--- config.mk ---
export PLATFORM = sky130hd
export DESIGN_NAME = mdio_manager
export DESIGN_NICKNAME = d
export VERILOG_FILES = /design/src/rtl/mdio_pkg.sv /design/src/rtl/mdio_clk_gen.sv /design/src/rtl/mdio_manager.sv
export SDC_FILE = /design/constraint.sdc
export NUM_CORES = 1
export LEC_CHECK = 0
export CORE_ASPECT_RATIO = 1.4
export CORE_MARGIN = 10
export CORE_UTILIZATION = 45
export DETAILED_ROUTE_END_ITERATION = 10
export PLACE_DENSITY_LB_ADDON = 0.12
export SLEW_MARGIN = 10
export SYNTH_ARGS = -nofsm -noshare
export SYNTH_HDL_FRONTEND = slang
export SYNTH_HIERARCHICAL = 1
export SYNTH_SLANG_ARGS = --single-unit
--- constraint.sdc ---
create_clock -name clk -period 5 [get_ports clk]
set_input_delay 1.5 -clock clk [delete_from_list [all_inputs] [get_ports clk]]
set_output_delay 1.5 -clock clk [all_outputs]
set_load 0.02 [all_outputs]
--- src/rtl/mdio_pkg.sv ---
// Shared definitions for the MDIO manager: FSM encoding, Clause 22 opcodes and frame layout.
// Latency: n/a (package only).
// Backpressure: n/a.
package mdio_pkg;

  // FSM state encoding
  localparam logic [2:0] ST_IDLE = 3'd0;
  localparam logic [2:0] ST_PRE  = 3'd1;
  localparam logic [2:0] ST_HDR  = 3'd2;
  localparam logic [2:0] ST_TA   = 3'd3;
  localparam logic [2:0] ST_DATA = 3'd4;
  localparam logic [2:0] ST_DONE = 3'd5;

  // Clause 22 opcodes
  localparam logic [1:0] OP_WR = 2'b01;
  localparam logic [1:0] OP_RD = 2'b10;

  localparam int PRE_LEN = 32;

  // Basic mode status register and its link-status bit
  localparam logic [4:0] BMSR_ADDR = 5'd1;
  localparam int         LINK_BIT  = 2;

  // Everything after the preamble: ST, OP, PHYAD, REGAD, TA, DATA (MSB first).
  // For reads the TA/DATA part is never driven, so its content is irrelevant.
  function automatic logic [31:0] frame_word(input logic       we,
                                             input logic [4:0] phy,
                                             input logic [4:0] regad,
                                             input logic [15:0] wdata);
    frame_word = {2'b01, (we ? OP_WR : OP_RD), phy, regad, 2'b10, wdata};
  endfunction

endpackage

--- src/rtl/mdio_clk_gen.sv ---
// MDC generator: divides clk by 2*CLK_DIV and flags the clk in which MDC rises or falls.
// Latency: first MDC rise CLK_DIV clks after en goes high.
// Backpressure: none; en low holds MDC low and clears the divider.
// Ports: clk, reset (async active-low), en (run MDC), mdc (MDC level),
//        rise/fall (strobes true in the clk whose closing edge toggles mdc).
module mdio_clk_gen #(
  parameter int CLK_DIV = 25
) (
  input  logic clk,
  input  logic reset,
  input  logic en,
  output logic mdc,
  output logic rise,
  output logic fall
);

  logic [7:0] cnt;
  logic       wrap;

  assign wrap = en && (cnt == 8'(CLK_DIV - 1));
  assign rise = wrap && !mdc;
  assign fall = wrap && mdc;

  always_ff @(posedge clk or negedge reset) begin
    if (!reset) begin
      cnt <= 8'd0;
      mdc <= 1'b0;
    end else if (!en) begin
      cnt <= 8'd0;
      mdc <= 1'b0;
    end else if (wrap) begin
      cnt <= 8'd0;
      mdc <= ~mdc;
    end else begin
      cnt <= cnt + 8'd1;
    end
  end

endmodule

--- src/rtl/mdio_manager.sv ---
// MDIO (Clause 22) manager: serves host read/write requests and autonomously polls BMSR for link.
// Latency: busy 1 clk after a request in IDLE; a frame lasts 64 MDC periods plus one DONE clk.
// Backpressure: usr_req is a level sampled only in IDLE; host must drop it on usr_ack or it repeats.
// Ports: clk, reset (async active-low); host side usr_req/usr_we/usr_reg/usr_wdata -> usr_ack/usr_rdata;
//        poll_en -> link_up; busy; pins e_mdc, e_mdio, mdio_en (1 = drive pad), mdio_rx.
module mdio_manager
  import mdio_pkg::*;
#(
  parameter int          CLK_DIV     = 25,
  parameter logic [4:0]  PHY_ADDR    = 5'd1,
  parameter logic [25:0] POLL_PERIOD = 26'd50_000_000
) (
  input  logic        clk,
  input  logic        reset,
  input  logic        usr_req,
  input  logic        usr_we,
  input  logic [4:0]  usr_reg,
  input  logic [15:0] usr_wdata,
  output logic        usr_ack,
  output logic [15:0] usr_rdata,
  input  logic        poll_en,
  output logic        link_up,
  output logic        busy,
  output logic        e_mdc,
  output logic        e_mdio,
  output logic        mdio_en,
  input  logic        mdio_rx
);

  logic [2:0]  state, nxt_state;
  logic [4:0]  bit_cnt;
  logic        last_bit;
  logic [31:0] shreg;
  logic [15:0] rx_shift;
  logic        we_q, poll_q;
  logic [25:0] poll_cnt;
  logic        poll_pend, poll_tick;
  logic        grant_host, grant_poll;
  logic        mdc_rise, mdc_fall;

  assign busy       = (state == ST_PRE) || (state == ST_HDR) ||
                      (state == ST_TA)  || (state == ST_DATA);
  assign usr_ack    = (state == ST_DONE) && !poll_q;
  assign poll_tick  = poll_en && (poll_cnt == POLL_PERIOD - 26'd1);
  // Fixed priority: host beats a pending poll.
  assign grant_host = (state == ST_IDLE) && usr_req;
  assign grant_poll = (state == ST_IDLE) && !usr_req && poll_pend;

  mdio_clk_gen #(.CLK_DIV(CLK_DIV)) u_clk_gen (
    .clk  (clk),
    .reset(reset),
    .en   (busy),
    .mdc  (e_mdc),
    .rise (mdc_rise),
    .fall (mdc_fall)
  );

  // Segment length and successor for each frame phase.
  always_comb begin
    last_bit  = 1'b0;
    nxt_state = state;
    case (state)
      ST_PRE:  begin last_bit = (bit_cnt == 5'(PRE_LEN - 1)); nxt_state = ST_HDR;  end
      ST_HDR:  begin last_bit = (bit_cnt == 5'd13);           nxt_state = ST_TA;   end
      ST_TA:   begin last_bit = (bit_cnt == 5'd1);            nxt_state = ST_DATA; end
      ST_DATA: begin last_bit = (bit_cnt == 5'd15);           nxt_state = ST_DONE; end
      default: ;
    endcase
  end

  // Bits advance on MDC falling strobes; read data is captured on rising strobes.
  always_ff @(posedge clk or negedge reset) begin
    if (!reset) begin
      state     <= ST_IDLE;
      bit_cnt   <= 5'd0;
      shreg     <= 32'd0;
      rx_shift  <= 16'd0;
      we_q      <= 1'b0;
      poll_q    <= 1'b0;
      usr_rdata <= 16'd0;
      link_up   <= 1'b0;
    end else begin
      case (state)
        ST_IDLE: begin
          if (grant_host || grant_poll) begin
            state   <= ST_PRE;
            bit_cnt <= 5'd0;
            we_q    <= grant_host && usr_we;
            poll_q  <= grant_poll;
            shreg   <= frame_word(grant_host && usr_we, PHY_ADDR,
                                  grant_host ? usr_reg : BMSR_ADDR, usr_wdata);
          end
        end
        ST_PRE, ST_HDR, ST_TA, ST_DATA: begin
          if (mdc_rise && (state == ST_DATA))
            rx_shift <= {rx_shift[14:0], mdio_rx};
          if (mdc_fall) begin
            if (state != ST_PRE)
              shreg <= {shreg[30:0], 1'b0};
            if (last_bit) begin
              state   <= nxt_state;
              bit_cnt <= 5'd0;
            end else begin
              bit_cnt <= bit_cnt + 5'd1;
            end
            // Last data bit was sampled on the preceding rise, so rx_shift is complete here.
            if (last_bit && (state == ST_DATA)) begin
              if (poll_q)
                link_up <= rx_shift[LINK_BIT];
              else if (!we_q)
                usr_rdata <= rx_shift;
            end
          end
        end
        ST_DONE: state <= ST_IDLE;
        default: state <= ST_IDLE;
      endcase
    end
  end

  // Pad outputs are registered from the current phase, so they change one clk after the MDC fall.
  always_ff @(posedge clk or negedge reset) begin
    if (!reset) begin
      e_mdio  <= 1'b1;
      mdio_en <= 1'b0;
    end else begin
      case (state)
        ST_PRE: begin
          e_mdio  <= 1'b1;
          mdio_en <= 1'b1;
        end
        ST_HDR: begin
          e_mdio  <= shreg[31];
          mdio_en <= 1'b1;
        end
        ST_TA, ST_DATA: begin
          e_mdio  <= we_q ? shreg[31] : 1'b1;
          mdio_en <= we_q;
        end
        default: begin
          e_mdio  <= 1'b1;
          mdio_en <= 1'b0;
        end
      endcase
    end
  end

  // Poll timer: one tick every POLL_PERIOD clks; a tick while pending does not stack.
  always_ff @(posedge clk or negedge reset) begin
    if (!reset) begin
      poll_cnt  <= 26'd0;
      poll_pend <= 1'b0;
    end else if (!poll_en) begin
      poll_cnt  <= 26'd0;
      poll_pend <= 1'b0;
    end else begin
      poll_cnt <= poll_tick ? 26'd0 : poll_cnt + 26'd1;
      if (grant_poll)
        poll_pend <= 1'b0;
      else if (poll_tick)
        poll_pend <= 1'b1;
    end
  end

endmodule

==> metrics.cfg <==
[logic_synthesis]
synth-edff-count=0
yosysTopAreaCell=dfrtp_1
syn_area_um2=5270
async_flop_share_pct=100
yosysMostFrequentCell=dfrtp_1
synth-seq-cells=113
synth_common_cells=112 x dfrtp_1, 65 x nor2_1, 59 x nand2_1, 24 x nand3_1, 22 x mux2_2
synthCells=510
yosysSeqAreaShare_pct=53.7
synth-main-ff-cell=dfrtp_1
synth_top_area_share_pct=53.2
synth_fp_nets=541
synth_warnings=6
syn-mean-instance-area_um2=10.3
synth.distinct_cells=59
synth_area_leaders=dfrtp_1 53%, mux2_2 4.7%, nor2_1 4.6%, nand2_1 4.2%, mux2_4 2.8%

[placement]
port_buffers=48
place.gp.congestion=0.784
dp_slack_ns=0.716
dpl_cell_area_um2=5840
hpwl_mm=7.21

[clock_network]
cts_sinks=113
cts_buffer_depth=2
insertion_delay_ns=0.40
cts_resized=0
postCtsSetupBuffers=0
numCtsBuffers=17
cts-root-buf=clkbuf_16
clk_pin_slew_ns=0.05
cts_tree=yes
hold_buffers=0
htreeDepth=4

[sta]
rsz0062_at_grt=false
slew_violations=0
fin_crit_ns=4.74
slew_headroom_pct=41.1
fmax_mhz=211
tightest_slew_ns=0.884
setup_viol=0
fin_worst_skew_ns=0.00675
finalHoldViolCount=0
whs_ns=0.467
fin_ws_ns=0.263
fin_crit_sh_pct=94.7
tns_ns=0

[run_status]
outcome=finished clean

[cells_and_area]
fin_nets=589
drive_above_1_share_pct=13.9
area_growth_pct=20.9
n_antenna_cell=0
seq_area_um2=2830
multi_input_area_um2=2240
stdcell_area_um2=6370
fill_cells=997

[detailed_routing]
drc_errors=0
drt-total-wl_mm=10.5
routedWlPerCell_um=14.8
viasPerCell=5.35
drt_pre_antenna_iters=4
drtIter0Drc=157
route.vias.total=3818
ant_nets=0

[die]
die_w_um=111
io_pins=49
start_util_pct=46.3
num_rows=46
dieArea_um2=16500
fp.coreArea_um2=11400
fp.dieH_um=148

[worst_setup_path]
crit_fanout=8
arrival_ns=3.24
worstSetupEndpointType=output pin
cp_data_required_time_ns=3.50
worstSetupPathType=reg -> out
crit_path_start_kind=flop

[power_and_ir_drop]
seq_power_share_pct=41.7
irDropWorstVdd_mv=0.229
swShare_pct=29.3
powerDensity_nw_per_um2=442
p_sw_uw=825
p_int_uw=1990
pwr-share-comb_pct=19.8
p_clk_share_pct=38.5
leakage_uw=0.00280

[flow_run]
drv_cap=0

[global_route]
grt_pass1_wl_mm=18.3
track_usage_pct=13.3
grt_max_degree=65
grt_pass1_vias=3858
antenna_found_initial=0
overflow=0

[hold_path]
hold_class=reg -> reg

## logic make-up after synthesis
family                     Yosys count  share of synthesized area, %
and+or+nand+nor                    209                          19.5
DFF                                113                          53.7
AOI/OAI and AO/OA                   81                          9.87
buffers and inverters               44                          3.92
muxes                               34                          7.95
xor gates and xnor gates            25                          4.15
adders and majority gates            4                         0.949
## final cells by class
class                   instances  share of cell area [%]
flip-flops and latches        113                    44.4
multi-input cells             353                    35.2
repair buffers                 53                    8.09
clock buffers                  24                    7.40
well taps                     144                    2.83
inverters                      20                    1.18
clock inverters                 7                   0.942
## registers in the layout (all words and copies together), names as in the netlist
name / cells
shreg: 32
poll_cnt: 26
rx_shift: 16
usr_rdata: 16
u_clk_gen/cnt: 8
bit_cnt: 5
state: 3
e_mdio: 1
link_up: 1
mdio_en: 1
poll_pend: 1
poll_q: 1
u_clk_gen/mdc: 1
we_q: 1
## path summary, 6_finish.rpt
| path | start | endpoint | slack (ns) | cells after the start |
|---|---|---|---|---|
| setup / recovery | u_clk_gen/cnt[0] | usr_ack | 0.26 | 8 |
| hold / removal | shreg[31] | e_mdio | 0.47 | 2 |
| setup reg to reg | u_clk_gen/cnt[0] | usr_rdata[1] | 1.67 | 9 |
| hold reg to reg | shreg[31] | e_mdio | 0.47 | 2 |
| max in group asynchronous | reset | shreg[31] | 2.95 | 2 |
| min in group asynchronous | reset | usr_rdata[14] | 1.19 | 1 |
## power groups by stage
stage	Clock (uW)	Combinational, uW	Sequential (uW)
after floorplan	0	426	1160
after global placement	0	553	1180
after detailed placement	0	561	1190
after CTS	1110	564	1170
after global routing	1150	638	1200
final	1080	557	1180
## metrics by stage
step           total power [uW]  util [%]  instances
2_1_floorplan              1580         -        510
4_1_cts                    2850      55.9        714
3_5_place_dp               1750      51.3        683
6_report                   2820      55.9        714
5_1_grt                    2990      55.9        714
3_3_place_gp               1740      51.3        683
## worst max-delay path, stage by stage, from the launching register on
cell,delay (ns)
dfrtp_1,0.40
inv_1,0.07
ha_1,0.13
or4b_4,0.48
nor3_1,0.34
and3_2,0.34
o21ai_0,0.11
nor4_1,0.28
clkdlybuf4s50_1,0.68
## routing by layer
metal | vias up | routed length, um | GRT usage (%) | share of wire [%]
li1 | 1872 | - | - | -
met1 | 1863 | 4530 | 15.1 | 43
met2 | 70 | 5350 | 22.1 | 51
met3 | 13 | 508 | 4.67 | 4.8
met4 | 0 | 164 | 5.73 | 1.6
met5 | - | 0 | 0 | 0
## cells in the final DEF (no fill, tap or decap), types with 9 or more instances in the layout
cell             netlist  routed
a21oi_1               14      14
clkbuf_16              0      17
nand2_1               59      59
mux2_2                22      22
xnor2_1               13      13
inv_1                 19      19
dfrtp_1              112     112
o21ai_0               20      20
mux2_4                10      10
nor2_1                65      65
clkdlybuf4s50_1        0      47
xor2_1                12      12
a31oi_1               21      21
nand3_1               24      24
nand4_1                9       9
No activity file was read; power rests on OpenSTA's default activity.
